[config.mk]
export PLATFORM = sky130hd
export DESIGN_NAME = imuldiv_muldiv_wb_tracker
export DESIGN_NICKNAME = d
export VERILOG_FILES = /design/src/rtl/imuldiv_muldiv_wb_tracker_pkg.sv /design/src/rtl/imuldiv_tag_fifo.sv /design/src/rtl/imuldiv_muldiv_wb_tracker.sv
export SDC_FILE = /design/constraint.sdc
export NUM_CORES = 1
export LEC_CHECK = 0
export CAP_MARGIN = 0
export CELL_PAD_IN_SITES_DETAIL_PLACEMENT = 2
export CELL_PAD_IN_SITES_GLOBAL_PLACEMENT = 2
export CORE_MARGIN = 3
export CORE_UTILIZATION = 25
export DETAILED_ROUTE_END_ITERATION = 8
export GPL_TIMING_DRIVEN = 0
export PLACE_DENSITY = 0.76
export SYNTH_ARGS = -nofsm -noshare
export SYNTH_HDL_FRONTEND = slang
export SYNTH_SLANG_ARGS = --single-unit
[constraint.sdc]
create_clock -name clk -period 1.9 [get_ports clk]
set_input_delay 0.285 -clock clk [delete_from_list [all_inputs] [get_ports clk]]
set_output_delay 0.285 -clock clk [all_outputs]
set_load 0.005 [all_outputs]
[src/rtl/imuldiv_muldiv_wb_tracker_pkg.sv]
// Shared mul/div definitions: function encodings, tag layout and result-half select.
package imuldiv_muldiv_wb_tracker_pkg;

  typedef enum logic [2:0] {
    FN_MUL  = 3'd0,
    FN_DIV  = 3'd1,
    FN_DIVU = 3'd2,
    FN_REM  = 3'd3,
    FN_REMU = 3'd4
  } muldiv_fn_e;

  localparam int TAG_FN_W = 3;

  localparam logic HALF_LO = 1'b0;
  localparam logic HALF_HI = 1'b1;

  // Remainders live in the upper word of the unit result; everything else uses the lower word.
  function automatic logic half_sel(input logic [2:0] fn);
    return (fn == FN_REM || fn == FN_REMU) ? HALF_HI : HALF_LO;
  endfunction

endpackage

[src/rtl/imuldiv_tag_fifo.sv]
// Generic DEPTH x W in-order FIFO with full/empty flags; no push-to-pop bypass.
module imuldiv_tag_fifo #(
  parameter int DEPTH = 2,
  parameter int W     = 8
) (
  input  logic         clk,
  input  logic         reset,
  input  logic         push,
  input  logic [W-1:0] push_data,
  input  logic         pop,
  output logic [W-1:0] pop_data,
  output logic         full,
  output logic         empty
);

  localparam int PTR_W = $clog2(DEPTH);

  logic [W-1:0]     mem [DEPTH];
  logic [PTR_W-1:0] wptr, rptr;
  logic [PTR_W:0]   count;
  logic             do_push, do_pop;

  assign full     = (count == (PTR_W+1)'(DEPTH));
  assign empty    = (count == '0);
  assign do_push  = push && !full;
  assign do_pop   = pop && !empty;
  assign pop_data = mem[rptr];

  // Pointers wrap naturally because DEPTH is a power of two.
  always_ff @(posedge clk or negedge reset) begin
    if (!reset) begin
      wptr  <= '0;
      rptr  <= '0;
      count <= '0;
    end else begin
      if (do_push) wptr <= wptr + 1'b1;
      if (do_pop)  rptr <= rptr + 1'b1;
      count <= count + (PTR_W+1)'(do_push) - (PTR_W+1)'(do_pop);
    end
  end

  always_ff @(posedge clk) begin
    if (do_push) mem[wptr] <= push_data;
  end

endmodule

[src/rtl/imuldiv_muldiv_wb_tracker.sv]
// Mul/div request-tag tracker and registered writeback select.
// Optional sticky protocol error flag: define IMULDIV_WB_TRACKER_ERR_EN.
module imuldiv_muldiv_wb_tracker
  import imuldiv_muldiv_wb_tracker_pkg::*;
#(
  parameter int DEPTH  = 2,
  parameter int ADDR_W = 5
) (
  input  logic              clk,
  input  logic              reset,
  input  logic              cpu_req_val,
  output logic              cpu_req_rdy,
  input  logic [2:0]        cpu_req_fn,
  input  logic [ADDR_W-1:0] cpu_req_waddr,
  output logic              unit_req_val,
  input  logic              unit_req_rdy,
  input  logic              unit_resp_val,
  output logic              unit_resp_rdy,
  input  logic [63:0]       unit_resp_msg_result,
  output logic              wb_val,
  input  logic              wb_rdy,
  output logic [31:0]       wb_data,
  output logic [ADDR_W-1:0] wb_waddr,
  output logic [2:0]        wb_fn,
  output logic              wb_err
);

  localparam int TAG_W = TAG_FN_W + ADDR_W;

  logic             tag_full, tag_empty;
  logic [TAG_W-1:0] head_tag, resp_tag;
  logic             req_fire, resp_fire;
  logic [2:0]       resp_fn;
  logic [31:0]      sel_data;

  // Full gating only: cpu_req_rdy never depends on the response side.
  assign cpu_req_rdy   = unit_req_rdy && !tag_full;
  assign unit_req_val  = cpu_req_val && !tag_full;
  assign unit_resp_rdy = !wb_val || wb_rdy;

  assign req_fire  = cpu_req_val && cpu_req_rdy;
  assign resp_fire = unit_resp_val && unit_resp_rdy;

  imuldiv_tag_fifo #(.DEPTH(DEPTH), .W(TAG_W)) u_tagq (
    .clk       (clk),
    .reset     (reset),
    .push      (req_fire),
    .push_data ({cpu_req_fn, cpu_req_waddr}),
    .pop       (resp_fire),
    .pop_data  (head_tag),
    .full      (tag_full),
    .empty     (tag_empty)
  );

  // An orphan response is written back as a MUL to register 0.
  assign resp_tag = tag_empty ? {FN_MUL, {ADDR_W{1'b0}}} : head_tag;
  assign resp_fn  = resp_tag[TAG_W-1 -: TAG_FN_W];
  assign sel_data = (half_sel(resp_fn) == HALF_HI) ? unit_resp_msg_result[63:32]
                                                   : unit_resp_msg_result[31:0];

  always_ff @(posedge clk or negedge reset) begin
    if (!reset) begin
      wb_val   <= 1'b0;
      wb_data  <= '0;
      wb_waddr <= '0;
      wb_fn    <= '0;
    end else if (resp_fire) begin
      wb_val   <= 1'b1;
      wb_data  <= sel_data;
      wb_waddr <= resp_tag[ADDR_W-1:0];
      wb_fn    <= resp_fn;
    end else if (wb_rdy) begin
      wb_val   <= 1'b0;
    end
  end

`ifdef IMULDIV_WB_TRACKER_ERR_EN
  logic err_q;

  // Push-while-full can only arise if the gating above is bypassed.
  always_ff @(posedge clk or negedge reset) begin
    if (!reset) err_q <= 1'b0;
    else if ((resp_fire && tag_empty) || (req_fire && tag_full)) err_q <= 1'b1;
  end

  assign wb_err = err_q;
`else
  assign wb_err = 1'b0;
`endif

endmodule
==> flow_summary_export.csv <==
group,metric,value,unit
sta,setup_viol,0,
logic_synthesis,syn-num-nets,341,
cts,cts_made_buffers,9,
sta,period_needed,1.86,ns
sta,timing.fmax,537,MHz
layout,diodes,0,
logic_synthesis,yosysUniqueCellTypes,31,
power_and_ir_drop,vdd_drop_max,0.518,mV
power_and_ir_drop,sequentialPowerShare,0.313,
sta,finalCritPeriodShare,0.980,
layout,drive_above_1_share,0.202,
detailed_routing,routedWlPerCell,17.9,µm
place,gp_congestion,0.730,
job,maxCapViolCount,0,
detailed_routing,antenna_left,0,
power_and_ir_drop,p_per_area,1310,nW/µm²
logic_synthesis,netlist_top_cells_count,"dfrtp_1, nor2_1, o21ai_0",
detailed_routing,drc,0,
logic_synthesis,syn_area_per_cell,11.0,µm²
logic_synthesis,postSynthCellCount,262,
logic_synthesis,yosys-top-cells-area,"dfrtp_1, edfxtp_1, nand3_2",
detailed_routing,drt_iter0_markers,58,
power_and_ir_drop,switching_share,0.303,
logic_synthesis,yosys_warnings,0,
setup_path,worstPathRequired,2.07,ns
die,io_pins,123,
cts,h-tree-depth,3,
die,placementRows,38,
detailed_routing,vias,2552,
setup_path,critPathSlowestCell,"or4_4",
logic_synthesis,yosysMostFrequentCell,"dfrtp_1",
setup_path,setup.worst_path.class,"flop to flop",
setup_path,end_kind,"flop",
global_route,grt_pass1_vias,2944,
global_route,grt_pass1_wl,16000,µm
setup_path,path_cells,"buf_8 > mux2_4 > or4_4 > buf_6 > nand3_2 > a31oi_1",
cts,cts-root-buf,"clkbuf_16",
detailed_routing,via_per_inst,4.67,
global_route,antenna_found_initial,0,
setup_path,cpLargestDelayFamily,"simple AND/OR/NAND/NOR gates",
power_and_ir_drop,power,6.25,mW
logic_synthesis,syn_area,2880,µm²
setup_path,worstPathArrival,2.04,ns
logic_synthesis,ys.flop_type,"dfrtp_1",
power_and_ir_drop,switching_power,1.89,mW
sta,finClkSkew,0.00341,ns
layout,fin_nets,480,
global_route,grt_overflow,0,
global_route,grt_max_degree,30,
logic_synthesis,async_flop_share,0.738,
die,die_w,113,µm
place,port_buffers,121,
sta,rsz0062_at_grt,"yes",
setup_path,worstPathMaxFanout,10,
power_and_ir_drop,p_int,4.36,mW
setup_path,reg2reg_setup_slack,0.04,ns
sta,hold_viol_final,0,
cts,cts_max_path_buffers,2,
setup_path,critPathLaunchType,"flop",
cts,cts_tree,"done",
logic_synthesis,synth_seq_cells,61,
global_route,grt_usage,0.159,
die,coreArea,11000,µm²
detailed_routing,drt_pass1_iterations,4,
logic_synthesis,yosys.area.top_type,"dfrtp_1",
layout,syn_to_final_growth,66.0,%
place,hpwl,7140,µm
setup_path,critPathLaunch,"u_tagq.rptr$_DFFE_PN0P_",
logic_synthesis,synth_edf_count,16,
cts,cts_sinks,61,
logic_synthesis,synth_top_area_share,0.392,
die,start_util,0.261,
power_and_ir_drop,leakage,1.91,nW
power_and_ir_drop,pwr-share-clk,0.301,
cts,clk_transition_reported_paths,0.06,ns
sta,report.final.slew_viol_count,0,
sta,worst_slew_pin_slew,0.651,ns
sta,relSlewSlack,0.564,
die,dieHeight,113,µm
setup_path,worst-path-buf-inv,2,
detailed_routing,wirelength,9780,µm
hold_path,hp-class,"input port to asynchronous set/reset pin",
logic_synthesis,synth_seq_area_share,0.559,
die,die_area,12800,µm²
power_and_ir_drop,comb_power_share,0.386,
setup_path,slowest_delay,0.50,ns
outcome,status,"finished, final reports clean",
cts,clk_latency,0.32,ns
setup_path,crit-reg2reg-launch,"u_tagq.rptr$_DFFE_PN0P_",
sta,finalSetupTns,0,ns
-- layout make-up --
type | instances | area [µm²]
Tap cell | 140 | 175
Fill cell | 1183 | 6260
Timing Repair Buffer | 129 | 1280
Inverter | 2 | 7.51
Multi-Input combinational cell | 177 | 1200
Clock inverter | 7 | 114
Clock buffer | 9 | 225
Buffer | 21 | 165
Sequential cell | 61 | 1610
-- final timing paths --
path	depth (start not counted)	to
max	6	wb_data[9]$_DFFE_PN0P_
min	2	wb_data[6]$_DFFE_PN0P_
max reg2reg	6	wb_data[9]$_DFFE_PN0P_
min reg2reg	2	wb_fn[2]$_DFFE_PN0P_
max in group asynchronous	3	wb_data[25]$_DFFE_PN0P_
min in group clk	2	wb_fn[2]$_DFFE_PN0P_
-- layer usage --
layer,share of wire,up-vias,GRT usage
met5,0,-,0
met4,0.0083,0,0.0409
met3,0.045,6,0.0401
met2,0.51,72,0.270
met1,0.44,1246,0.202
li1,-,1228,-
-- placed cells by master (no fill, tap or decap), types with 3 or more instances in the layout --
cell type and instances:
nand3_2 30, o21ai_1 6, dfrtp_1 43, clkbuf_16 9
bufinv_16 3, nand2_1 10, clkdlybuf4s50_1 120, o21ai_0 33
clkbuf_1 5, nor2_1 33, edfxtp_1 16, xnor2_1 4
nand3_1 3, buf_6 3, mux2i_1 5, a31oi_1 32
buf_4 9, clkbuf_4 5
-- sequential cells by signal, summed over array words and instances, names as in the netlist --
name          flops
wb_fn             3
wb_val            1
wb_waddr          5
u_tagq.wptr       1
u_tagq.count      2
wb_data          32
u_tagq.rptr       1
u_tagq.mem       16
-- logic make-up after synthesis --
logic type	after synthesis	share of synthesized area
xor gates and xnor gates	5	0.0152
buffers and inverters	24	0.0461
and+or+nand+nor	90	0.203
other	1	0.00130
DFF	61	0.559
muxes	8	0.0322
adders and majority gates	1	0.00435
AOI/OAI and AO/OA	72	0.139
-- stage by stage --
step,utilization,hold WS (ns),area (µm²),cells,setup WS [ns]
floorplan,-,-0.0106,2880,262,0.0943
global placement,0.386,0.466,4260,523,-0.929
detailed placement,0.388,0.262,4280,524,-0.870
CTS,0.427,0.452,4710,543,-0.0199
global route,0.433,0.474,4770,546,-0.0458
finish,0.433,0.449,4770,546,0.0372
-- power groups by stage --
stage	registers (mW)	logic, mW	clock network [mW]
5_1_grt	2.02	2.66	2.00
3_5_place_dp	1.97	2.23	0
3_3_place_gp	1.95	2.16	0
6_report	1.96	2.41	1.88
2_1_floorplan	1.96	1.07	0
4_1_cts	1.97	2.36	1.93
-- repair_timing --
item,4_1_cts,5_1_grt
endpoints found under the setup margin,43,42
gates resized for setup,17,26
buffers inserted,2,4
pin swaps,0,4
hold buffers,1,0
cloned,0,0
endpoints found under the hold margin,16,0
No activity file was read; power rests on OpenSTA's default activity.
